$ cat config.mk
export PLATFORM = sky130hd
export DESIGN_NAME = mem_arb
export DESIGN_NICKNAME = d
export VERILOG_FILES = /design/src/rtl/rv32_mem_pkg.sv /design/src/rtl/arb_ret_pipe.sv /design/src/rtl/mem_arb.sv
export SDC_FILE = /design/constraint.sdc
export NUM_CORES = 1
export LEC_CHECK = 0
export CORE_AREA = 2 2 76 78
export CTS_BUF_LIST = sky130_fd_sc_hd__clkbuf_8
export DETAILED_ROUTE_END_ITERATION = 10
export DIE_AREA = 0 0 78 80
export GPL_TIMING_DRIVEN = 0
export PLACE_DENSITY = 0.82
export SKIP_LAST_GASP = 1
export SLEW_MARGIN = 10
export SYNTH_ARGS = -nofsm -noshare
export SYNTH_HDL_FRONTEND = slang
export SYNTH_SLANG_ARGS = --single-unit
$ cat constraint.sdc
create_clock -name clk -period 2.5 [get_ports clk]
set_input_delay 0.625 -clock clk [delete_from_list [all_inputs] [get_ports clk]]
set_output_delay 0.625 -clock clk [all_outputs]
set_load 0.02 [all_outputs]
$ cat src/rtl/rv32_mem_pkg.sv
// Shared encodings for the rv32i memory path: access sizes, requester owner ids
// and the return-tag layout carried through the arbiter's read-return pipe.
package rv32_mem_pkg;

    localparam logic [1:0] MODE_B = 2'b00;
    localparam logic [1:0] MODE_H = 2'b01;
    localparam logic [1:0] MODE_W = 2'b10;

    localparam logic OWN_I = 1'b0;
    localparam logic OWN_D = 1'b1;

    // One tag per issued cycle: valid marks a read, owner says who gets the data.
    typedef struct packed {
        logic valid;
        logic owner;
    } ret_tag_t;

    // Build the tag pushed into the return pipe for the current cycle.
    function automatic ret_tag_t make_tag(input logic is_read, input logic owner);
        ret_tag_t t;
        t.valid = is_read;
        t.owner = is_read ? owner : OWN_I;
        return t;
    endfunction

endpackage

$ cat src/rtl/arb_ret_pipe.sv
// Fixed-depth tag shift register: one entry per cycle, tail emerges DEPTH
// cycles after the push, matching the memory's read latency.
module arb_ret_pipe #(
    parameter int DEPTH = 1,
    parameter int W     = 2
) (
    input  logic         clk,
    input  logic         n_rst,
    input  logic [W-1:0] tag_i,
    output logic [W-1:0] tag_o
);

    logic [W-1:0] pipe_q [DEPTH];

    // Shift tags toward the tail each cycle; reset discards everything in flight.
    always_ff @(posedge clk or negedge n_rst) begin
        if (!n_rst) begin
            for (int k = 0; k < DEPTH; k++) begin
                pipe_q[k] <= '0;
            end
        end else begin
            pipe_q[0] <= tag_i;
            for (int k = 1; k < DEPTH; k++) begin
                pipe_q[k] <= pipe_q[k-1];
            end
        end
    end

    assign tag_o = pipe_q[DEPTH-1];

endmodule

$ cat src/rtl/mem_arb.sv
// Single-port memory arbiter between instruction fetch and load/store.
// Data wins by default; a saturating starvation counter forces a fetch grant
// after STARVE_MAX consecutive fetch losses. Read returns are routed by a tag
// pipe that mirrors the memory's fixed read latency.
module mem_arb
    import rv32_mem_pkg::*;
#(
    parameter int ADDR_W     = 8,
    parameter int DATA_W     = 32,
    parameter int STORE_M    = 2,
    parameter int RD_LAT     = 1,
    parameter int STARVE_MAX = 3
) (
    input  logic               clk,
    input  logic               n_rst,
    input  logic               i_req,
    input  logic [ADDR_W-1:0]  i_addr,
    output logic               i_gnt,
    output logic               i_rvalid,
    output logic [DATA_W-1:0]  i_rdata,
    input  logic               d_req,
    input  logic               d_we,
    input  logic [STORE_M-1:0] d_mode,
    input  logic [ADDR_W-1:0]  d_addr,
    input  logic [DATA_W-1:0]  d_wdata,
    output logic               d_gnt,
    output logic               d_rvalid,
    output logic [DATA_W-1:0]  d_rdata,
    output logic               m_en,
    output logic               m_we,
    output logic [STORE_M-1:0] m_mode,
    output logic [ADDR_W-1:0]  m_addr,
    output logic [DATA_W-1:0]  m_wdata,
    input  logic [DATA_W-1:0]  m_rdata
);

    localparam logic [3:0] STARVE_LIM = 4'(STARVE_MAX);

    logic [3:0]         starve_q;
    logic [3:0]         starve_d;
    logic               starve_full_s;
    logic               i_gnt_s;
    logic               d_gnt_s;
    logic               m_en_s;
    logic               m_we_s;
    logic [STORE_M-1:0] m_mode_s;
    logic [ADDR_W-1:0]  m_addr_s;
    logic [DATA_W-1:0]  m_wdata_s;
    ret_tag_t           tag_in_s;
    ret_tag_t           tag_out_s;

    assign starve_full_s = (starve_q == STARVE_LIM);

    // Grant selection: data by default, fetch when alone or when starved.
    always_comb begin
        i_gnt_s = 1'b0;
        d_gnt_s = 1'b0;
        if (!n_rst) begin
            i_gnt_s = 1'b0;
            d_gnt_s = 1'b0;
        end else if (d_req && !(i_req && starve_full_s)) begin
            d_gnt_s = 1'b1;
        end else if (i_req) begin
            i_gnt_s = 1'b1;
        end else begin
            i_gnt_s = 1'b0;
            d_gnt_s = 1'b0;
        end
    end

    // Next starvation count: count fetch losses, clear on fetch win or no fetch.
    always_comb begin
        starve_d = starve_q;
        if (!i_req || i_gnt_s) begin
            starve_d = 4'd0;
        end else if (starve_q < STARVE_LIM) begin
            starve_d = starve_q + 4'd1;
        end else begin
            starve_d = starve_q;
        end
    end

    // Starvation counter state.
    always_ff @(posedge clk or negedge n_rst) begin
        if (!n_rst) begin
            starve_q <= 4'd0;
        end else begin
            starve_q <= starve_d;
        end
    end

    // Drive the memory command from whichever request was granted.
    always_comb begin
        m_en_s    = 1'b0;
        m_we_s    = 1'b0;
        m_mode_s  = '0;
        m_addr_s  = '0;
        m_wdata_s = '0;
        case ({i_gnt_s, d_gnt_s})
            2'b10: begin
                m_en_s   = 1'b1;
                m_we_s   = 1'b0;
                m_mode_s = STORE_M'(MODE_W);
                m_addr_s = i_addr;
            end
            2'b01: begin
                m_en_s    = 1'b1;
                m_we_s    = d_we;
                m_mode_s  = d_mode;
                m_addr_s  = d_addr;
                m_wdata_s = d_wdata;
            end
            default: begin
                m_en_s    = 1'b0;
                m_we_s    = 1'b0;
                m_mode_s  = '0;
                m_addr_s  = '0;
                m_wdata_s = '0;
            end
        endcase
    end

    assign tag_in_s = make_tag(m_en_s & ~m_we_s, d_gnt_s ? OWN_D : OWN_I);

    arb_ret_pipe #(
        .DEPTH (RD_LAT),
        .W     (2)
    ) u_ret_pipe (
        .clk   (clk),
        .n_rst (n_rst),
        .tag_i (tag_in_s),
        .tag_o (tag_out_s)
    );

    assign i_gnt    = i_gnt_s;
    assign d_gnt    = d_gnt_s;
    assign m_en     = m_en_s;
    assign m_we     = m_we_s;
    assign m_mode   = m_mode_s;
    assign m_addr   = m_addr_s;
    assign m_wdata  = m_wdata_s;
    assign i_rvalid = tag_out_s.valid & (tag_out_s.owner == OWN_I);
    assign d_rvalid = tag_out_s.valid & (tag_out_s.owner == OWN_D);
    assign i_rdata  = m_rdata;
    assign d_rdata  = m_rdata;

endmodule

# ---- Word level (Yosys, flattened, before mapping)
# Cells that the tools add are included.
dict set report word_totals {
  ff_bits 6
  in_bits 87
  output_inout_bits 112
  elab_cells 33
}
dict set report classes {
  n_addsub 1
  n_lt_le_gt_ge 1
  eq_ne 3
  n_mux 14
  bitwise 5
  reduce_logical 7
}
# op n
set op_table {}
lappend op_table {{2-to-1 mux 32 bit} 1}
lappend op_table {{case mux 8 bit (2 select lines)} 1}
lappend op_table {{2-to-1 mux 1 bit} 9}
lappend op_table {{2-to-1 mux 4 bit} 2}
lappend op_table {{adder 4 x 1 -> 4 bit (second input constant)} 1}
lappend op_table {{equality test 4 x 2 -> 1 bit (second input constant)} 1}
lappend op_table {{< comparator 4 x 2 -> 1 bit (second input constant)} 1}
lappend op_table {{case mux 2 bit (2 select lines)} 1}
lappend op_table {{AND 1 bit} 3}
lappend op_table {{equality test 2 x 1 -> 1 bit (second input constant)} 1}
lappend op_table {{equality test 2 bit (second input constant)} 1}
lappend op_table {{logical AND 1 bit} 2}
lappend op_table {{zero test 1 bit} 2}
lappend op_table {{inverter 1 bit} 2}
lappend op_table {{nonzero test 2 bit} 1}
lappend op_table {{OR reduction 2 bit} 1}
lappend op_table {{logical OR 1 bit} 1}

# ---- Logic depth before layout (Yosys ltp)
# Gate-level depths: netlist of run 1.
dict set report depth {
  ltp_word 11
  depth_mapped 8
}

# ---- Cells and area by module
# A second synthesis of run 1 with hierarchy kept.
dict set report unflattened {
  hier_cells 151
  hier_area_um2 1156.1
}
# module instances cells_each area_each_um2 seq_area_each_um2
set by_module_without_submodules {}
lappend by_module_without_submodules {mem_arb 1 149 1106.1 100.1}
lappend by_module_without_submodules {arb_ret_pipe 1 2 50.0 50.0}

# ---- Least setup slack after synthesis of run 1
# OpenSTA, ideal clock, no wires.
dict set report synth_timing {
  path_kind {flip-flop to output port}
  start {register starve_q[0]}
  end {output port m_mode[1]}
  arrival_ns 1.961
  slack_ns -0.086
  stages_incl_launch_ff 9
  path_buffers 1
  path_cell_list {dfrtp_1 > ha_1 > nor3b_2 > a21o_1 > inv_1 > ha_1 > clkbuf_1 > a21oi_1 > nor2_1}
}
dict set report synth_via {
  elab_chain_len 8
  elab_cells_between_ends 11
}
# item line_no
set synth_lines {}
lappend synth_lines {{from (decl)} mem_arb.sv:39} ;# logic [3:0] starve_q;
lappend synth_lines {{from (signal assigned)} mem_arb.sv:88} ;# starve_q <= starve_d;
lappend synth_lines {{equality test 4 x 2 -> 1 bit *} mem_arb.sv:52} ;# assign starve_full_s = (starve_q == STARVE_LIM);
lappend synth_lines {{logical AND 1 bit *} mem_arb.sv:61} ;# end else if (d_req && !(i_req && starve_full_s)) begin
lappend synth_lines {{zero test 1 bit *} mem_arb.sv:61}
lappend synth_lines {{logical AND 1 bit *} mem_arb.sv:61}
lappend synth_lines {{2-to-1 mux 1 bit *} mem_arb.sv:61}
lappend synth_lines {{2-to-1 mux 1 bit *} mem_arb.sv:58} ;# if (!n_rst) begin
lappend synth_lines {{named net d_gnt} mem_arb.sv:26} ;# output logic d_gnt,
lappend synth_lines {{equality test 2 x 1 -> 1 bit / equality test 2 bit (equally long branches)} mem_arb.sv:99} ;# case ({i_gnt_s, d_gnt_s})
lappend synth_lines {{case mux 2 bit (2 select lines) *} mem_arb.sv:99}
lappend synth_lines {{to (decl)} mem_arb.sv:31} ;# output logic [STORE_M-1:0] m_mode,
# The timed path passes the listed nets; every way through them passes the cells marked *.

# ---- Worst setup path after layout of run 1
dict set report layout_timing {
  start {register starve_q[1]}
  end {output port m_addr[4]}
}
dict set report layout_via {
  elab_chain_len 8
  elab_cells_between_ends 11
}
# item line_no
set layout_lines {}
lappend layout_lines {{equality test 4 x 2 -> 1 bit *} mem_arb.sv:52}
lappend layout_lines {{logical AND 1 bit *} mem_arb.sv:61}
lappend layout_lines {{zero test 1 bit *} mem_arb.sv:61}
lappend layout_lines {{logical AND 1 bit *} mem_arb.sv:61}
lappend layout_lines {{2-to-1 mux 1 bit} mem_arb.sv:61}
lappend layout_lines {{2-to-1 mux 1 bit} mem_arb.sv:58}
lappend layout_lines {{equality test 2 x 1 -> 1 bit / equality test 2 bit (equally long branches)} mem_arb.sv:99}
lappend layout_lines {{case mux 8 bit (2 select lines) *} mem_arb.sv:99}
lappend layout_lines {{to (decl)} mem_arb.sv:32} ;# output logic [ADDR_W-1:0] m_addr,
# Mark *: on every way between the ends. The rest lies on a longest branch, timed or not.

==> impl_metrics.yaml, run 1 <==
timing:
  relSlewSlack_pct: 83.3
  setup_viol: 43
  rsz0062_at_grt: "yes"
  setup_ws_ps: -129
  tightest_slew_ps: 251
  fin_worst_skew_ps: 1.02
  fmaxAchievable_mhz: 380
  min_period_ps: 2630
  hold_viol: 0
  finalCritPeriodShare_pct: 105
  drv_slew: 0
cts:
  clk_path_buf_depth: 2
  worstSkewPairLatency_ps: 220
  h-tree-depth: 1
  cts_buffers: 3
  path_clk_slew_ps: 40
  hold_buffers: 0
  cts_tree: "yes"
  cts-root-buf: "clkbuf_8"
  cts.sinks: 6
placement:
  hpwl_um: 4390
  dp_worst_setup_slack_ps: -1300
  gp_congestion: 0.731
  io_buffers: 166
  dpl_cell_area_um2: 2930
yosys:
  syn_nets: 241
  yosysSeqAreaShare_pct: 13.0
  synth.distinct_cells: 20
  synthesis.area_um2: 1160
  synth_area_per_cell_um2: 7.66
  syn_inst: 151
  synth_seq_cells: 6
  yosys_warnings: 0
finish:
  final_util_pct: 57.5
  layout.nets: 424
  finalInstanceArea_um2: 3110
  area_growth_pct: 169
  final_common_cell: "clkdlybuf4s50_1"
  layout-drive-gt1-share_pct: 48.8
  final.fill_count: 489
  multi_input_area_um2: 608
  regArea_um2: 150
  diodes: 0
  layout_common_cells: "117 x clkdlybuf4s50_1, 81 x buf_4, 32 x and2_1, 25 x buf_2, 11 x buf_6"
floorplanning:
  die_y_um: 80
  die-area_um2: 6240
  initial_core_util_pct: 21.4
  coreArea_um2: 5410
  ios: 199
  num_rows: 27
  die_x_um: 78
worst_setup_path:
  timing_worst_setup_path_type: "register to output pin"
  end_kind: "output pin"
  cp_max_fo: 4
  worst_ep_arrival_time_ps: 2000
  cp-start-kind: "register"
  required_ps: 1880
detailed_routing:
  wl_um: 5330
  routed_via_density: 3.92
  firstDrtPassIters: 2
  vias: 1584
  wire_per_inst_um: 13.2
  drtAntennaViolNets: 0
  drt_iter0_drc: 16
  drc: 0
global_route:
  antenna_found_initial: 0
  grt_first_pass_wirelength_um: 7520
  grt_use_total_pct: 15.1
  grt_pass1_vias: 1626
  overflow: 0
  grt_max_degree: 11
pwr:
  power_frac_comb_pct: 69.3
  power_density_nw_per_um2: 262
  seqPwrFrac_pct: 13.0
  switching_share_pct: 33.8
  pwr-share-clk_pct: 17.7
  leakage_nw: 1.49
  p_switching_w: 0.000275
  peakVddDrop_mv: 0.158
  intPower_w: 0.000539
worst_hold_path:
  hp-class: "primary input to asynchronous set/reset pin"
run_status:
  outcome: "finished, violations left"
  violations: "negative setup slack"
job:
  drv_cap: 0
-- worst max-delay path, cell delays in order (launching register included) --
cell     delay (ps)
dfrtp_1         380
ha_2            200
nor3b_4         150
o21a_4          230
and2_4          170
ha_4            190
buf_6           140
a22oi_2         130
nor2_2           50
buf_6           130
-- through the flow --
stage | hold slack [ps] | power (W) | setup TNS [ps] | cells
after floorplan | 329 | 0.000366 | -9.21 | 151
after detailed placement | 578 | 0.000636 | -54750 | 389
after global placement | 571 | 0.000630 | -54190 | 389
after global routing | 248 | 0.000850 | -6610 | 404
final | 239 | 0.000814 | -3130 | 404
after CTS | 340 | 0.000814 | -3280 | 402
-- routing by layer --
layer	vias up	part of all wire [%]	GRT usage (%)
met5	-	0	0
met4	0	1.0	2.98
met3	6	12	4.86
met2	106	56	32.0
met1	699	31	13.8
li1	773	-	-
-- Yosys cell counts, drive strengths merged --
library cell  count  area (µm²)
dfrtp             6         150
a21o              1        7.51
inv               3        11.3
xnor2             1        8.76
a22oi             8        60.1
ha                3        37.5
clkbuf            5        18.8
and3b             2        17.5
nor2             10        37.5
nor3              2        15.0
nor2b             1        6.26
nor3b             3        37.5
and2             36         225
o21a              1        15.0
mux2i             1        10.0
nand2             2        7.51
a21oi             1        5.00
buf              65         485
-- layout make-up --
type / instances / area share (%)
buffer: 69 / 18.1
timing repair buffer: 179 / 52.9
tap: 72 / 2.90
sequential: 6 / 4.83
clock buffer: 3 / 1.33
inverter: 3 / 0.363
multi-input combinational: 72 / 19.6
-- logic make-up (layout without fill, tap and decap cells) --
logic type / Yosys count / count (layout) / synth area share [%]
and+or+nand+nor: 56 / 56 / 30.0
AOI/OAI and AO/OA: 11 / 11 / 7.58
adders and majority gates: 3 / 3 / 3.25
muxes: 1 / 1 / 0.866
DFF: 6 / 6 / 13.0
buffers and inverters: 73 / 254 / 44.6
xor gates and xnor gates: 1 / 1 / 0.758
-- what timing repair did --
action | 4_1_cts | 5_1_grt
setup endpoints to repair | 46 | 44
endpoints found under the hold margin | 0 | 0
pin swaps | 11 | 1
buffers inserted | 8 | 2
cloned | 3 | 0
gates resized for setup | 247 | 5
-- final timing paths --
check	from	to	slack, ps	depth (start not counted)
worst min-delay path	n_rst	starve_q[3]	240	1
worst max-delay path	starve_q[1]	m_addr[4]	-130	9
max in group asynchronous	n_rst	starve_q[2]	2100	1
min in group clk	starve_q[1]	starve_q[1]	630	2
worst max register to register	starve_q[1]	u_ret_pipe.tag_o[0]	810	7
worst min register to register	starve_q[1]	starve_q[1]	630	2
-- power groups by stage --
stage | combinational, W | clock, W | sequential, W
global placement | 0.000523 | 0 | 0.000107
floorplan | 0.000259 | 0 | 0.000106
finish | 0.000564 | 0.000144 | 0.000106
global route | 0.000596 | 0.000148 | 0.000106
CTS | 0.000564 | 0.000144 | 0.000106
detailed placement | 0.000529 | 0 | 0.000107
-- sequential cells by signal, indices dropped and copies added, names as in the netlist --
signal and count:
starve_q 4, u_ret_pipe.tag_o 2
Power figures use the tool's default switching activity.
==> run 2, diff against run 1 <==
--- a/config.mk
+++ b/config.mk
@@ -5,12 +5,14 @@
 export SDC_FILE = /design/constraint.sdc
 export NUM_CORES = 1
 export LEC_CHECK = 0
-export CORE_AREA = 2 2 76 78
+export CELL_PAD_IN_SITES_DETAIL_PLACEMENT = 2
+export CELL_PAD_IN_SITES_GLOBAL_PLACEMENT = 2
+export CORE_ASPECT_RATIO = 0.9
+export CORE_UTILIZATION = 10
 export CTS_BUF_LIST = sky130_fd_sc_hd__clkbuf_8
 export DETAILED_ROUTE_END_ITERATION = 10
-export DIE_AREA = 0 0 78 80
 export GPL_TIMING_DRIVEN = 0
-export PLACE_DENSITY = 0.82
+export PLACE_DENSITY_LB_ADDON = 0.1
 export SKIP_LAST_GASP = 1
 export SLEW_MARGIN = 10
 export SYNTH_ARGS = -nofsm -noshare
==> run 2 against run 1 <==
  * The flow still finishes with violations (negative setup slack)
  * Clock power rose by 4%
  * Count of clock-buffer cells in the layout did not move
  * Register-to-register slack improved by 40 ps
  * Non-clock buffer count rose by 2
  * Core utilization fell by 28 points
  * Worst setup slack got worse by 2.2 ps
  * Critical path depth fell by 1
  * Combinational power rose by 3%
  * Critical path type is now primary input to output pin
==> impl_metrics.yaml, run 2 (synthesized netlist as in run 1, its figures left out) <==
detailed_routing:
  drc: 0
  drt_iter0_drc: 17
  firstDrtPassIters: 3
  wl_um: 6380
  vias: 1653
  drtAntennaViolNets: 0
  wire_per_inst_um: 13.1
  routed_via_density: 3.40
finish:
  final_util_pct: 29.3
  diodes: 0
  final_cells: 486
  layout.nets: 426
  layout-drive-gt1-share_pct: 48.8
  area_growth_pct: 180
  top_register: "starve_q"
  largest_register_ffs: 4
  layout_common_cells: "117 x clkdlybuf4s50_1, 105 x buf_4, 34 x and2_1, 10 x buf_2, 9 x nor2_2"
  final_common_cell: "clkdlybuf4s50_1"
global_route:
  grt_max_degree: 11
  grt_first_pass_wirelength_um: 9230
  grt_pass1_vias: 1739
  antenna_found_initial: 0
  overflow: 0
  grt_use_total_pct: 9.95
floorplanning:
  die_x_um: 115
  coreArea_um2: 11000
  die-area_um2: 12000
  die_y_um: 104
  num_rows: 36
  ios: 199
  initial_core_util_pct: 10.5
worst_hold_path:
  hp-class: "primary input to asynchronous set/reset pin"
placement:
  dp.cells: 469
  io_buffers: 166
  hpwl_um: 5420
  gp_congestion: 0.698
cts:
  cts_tree: "yes"
  path_clk_slew_ps: 40
  clk_path_buf_depth: 2
  cts.sinks: 6
  cts_buffers: 3
  hold_buffers: 0
  h-tree-depth: 1
  worstSkewPairLatency_ps: 230
  cts-root-buf: "clkbuf_8"
worst_setup_path:
  worst_ep_arrival_time_ps: 2010
  crit_slowest_cell: "dlygate4sd2_1"
  end_kind: "output pin"
  max_stage_delay_ps: 340
  cp-start-kind: "primary input"
  required_ps: 1880
  crit_chain: "dlygate4sd2_1 > a21o_1 > inv_2 > ha_4 > buf_8 > a22oi_2 > nor2_2 > buf_2"
  cp_max_fo: 9
  timing_worst_setup_path_type: "primary input to output pin"
timing:
  rsz0062_at_grt: "yes"
  finalCritPeriodShare_pct: 105
  min_period_ps: 2630
  fmaxAchievable_mhz: 380
  relSlewSlack_pct: 82.8
  hold_viol: 0
  setup_viol: 42
  drv_slew: 0
  fin_worst_skew_ps: 0.151
  setup_ws_ps: -132
  tightest_slew_ps: 256
pwr:
  power.total_w: 0.000836
  leakage_nw: 1.50
  peakVddDrop_mv: 0.0849
  power_density_nw_per_um2: 258
run_status:
  outcome: "finished, violations left"
  violations: "negative setup slack"
job:
  drv_cap: 0
-- run 2: worst max-delay path: cells and delay by family --
kind | cells | cell delay [ps]
adders and majority gates | 1 | 210
AOI/OAI and AO/OA | 2 | 420
and+or+nand+nor | 1 | 40
buffers and inverters | 4 | 710
-- run 2: layout make-up --
| class | count | area [µm²] |
|---|---|---|
| Inverter | 3 | 13.8 |
| Tap cell | 152 | 190 |
| Clock buffer | 3 | 41.3 |
| Timing Repair Buffer | 181 | 1680 |
| Sequential cell | 6 | 150 |
| Multi-Input combinational cell | 72 | 598 |
| Buffer | 69 | 562 |
| Fill cell | 1288 | 7800 |
-- run 2: final timing paths --
kind	depth (start not counted)	endpoint	from	slack (ps)
max in group asynchronous	1	starve_q[3]	n_rst	2100
setup / recovery	8	m_addr[7]	i_req	-130
hold reg to reg	1	starve_q[3]	starve_q[3]	620
hold / removal	1	u_ret_pipe.tag_o[0]	n_rst	230
min in group clk	1	starve_q[3]	starve_q[3]	620
setup reg to reg	7	u_ret_pipe.tag_o[0]	starve_q[0]	850
-- run 2: repair_timing --
action,in CTS,in global routing
setup buffers,8,3
endpoints found under the setup margin,46,45
gates cloned,2,2
resized for setup,257,6
pin swaps,7,5
hold endpoints to repair,0,0
-- run 2: per-layer routing --
layer,vias to the layer above,track usage (%),share of wire [%],routed length (µm)
met5,-,0,0,0
met2,101,19.8,56,3570
met1,770,8.91,31,2010
met4,0,1.95,0.56,36
li1,777,-,-,-
met3,5,4.49,12,761
-- run 2: per-stage QoR --
stage	hold slack [ps]	TNS (ps)	area (µm²)	setup slack, ps
6_report	235	-3270	3240	-132
5_1_grt	237	-7440	3240	-251
4_1_cts	234	-4280	3160	-139
3_5_place_dp	580	-57580	3030	-1400
3_3_place_gp	578	-57100	3030	-1370
2_1_floorplan	329	-9.21	1180	-9.21
-- run 2: report_power, final --
part	internal, W	total, W	leakage (nW)	switching, W
combinational	0.000343	0.000579	1.40	0.000237
sequential	0.000103	0.000106	0.0807	0.00000272
clock	0.000104	0.000150	0.0216	0.0000465
total	0.000550	0.000836	1.50	0.000286
==> run 3, diff against run 2 <==
--- a/config.mk
+++ b/config.mk
@@ -14,7 +14,7 @@
 export GPL_TIMING_DRIVEN = 0
 export PLACE_DENSITY_LB_ADDON = 0.1
 export SKIP_LAST_GASP = 1
-export SLEW_MARGIN = 10
+export SLEW_MARGIN = 20
 export SYNTH_ARGS = -nofsm -noshare
 export SYNTH_HDL_FRONTEND = slang
 export SYNTH_SLANG_ARGS = --single-unit
==> results of run 3 <==
Same layout as run 2: the final DEF is identical, and so are final timing and power.
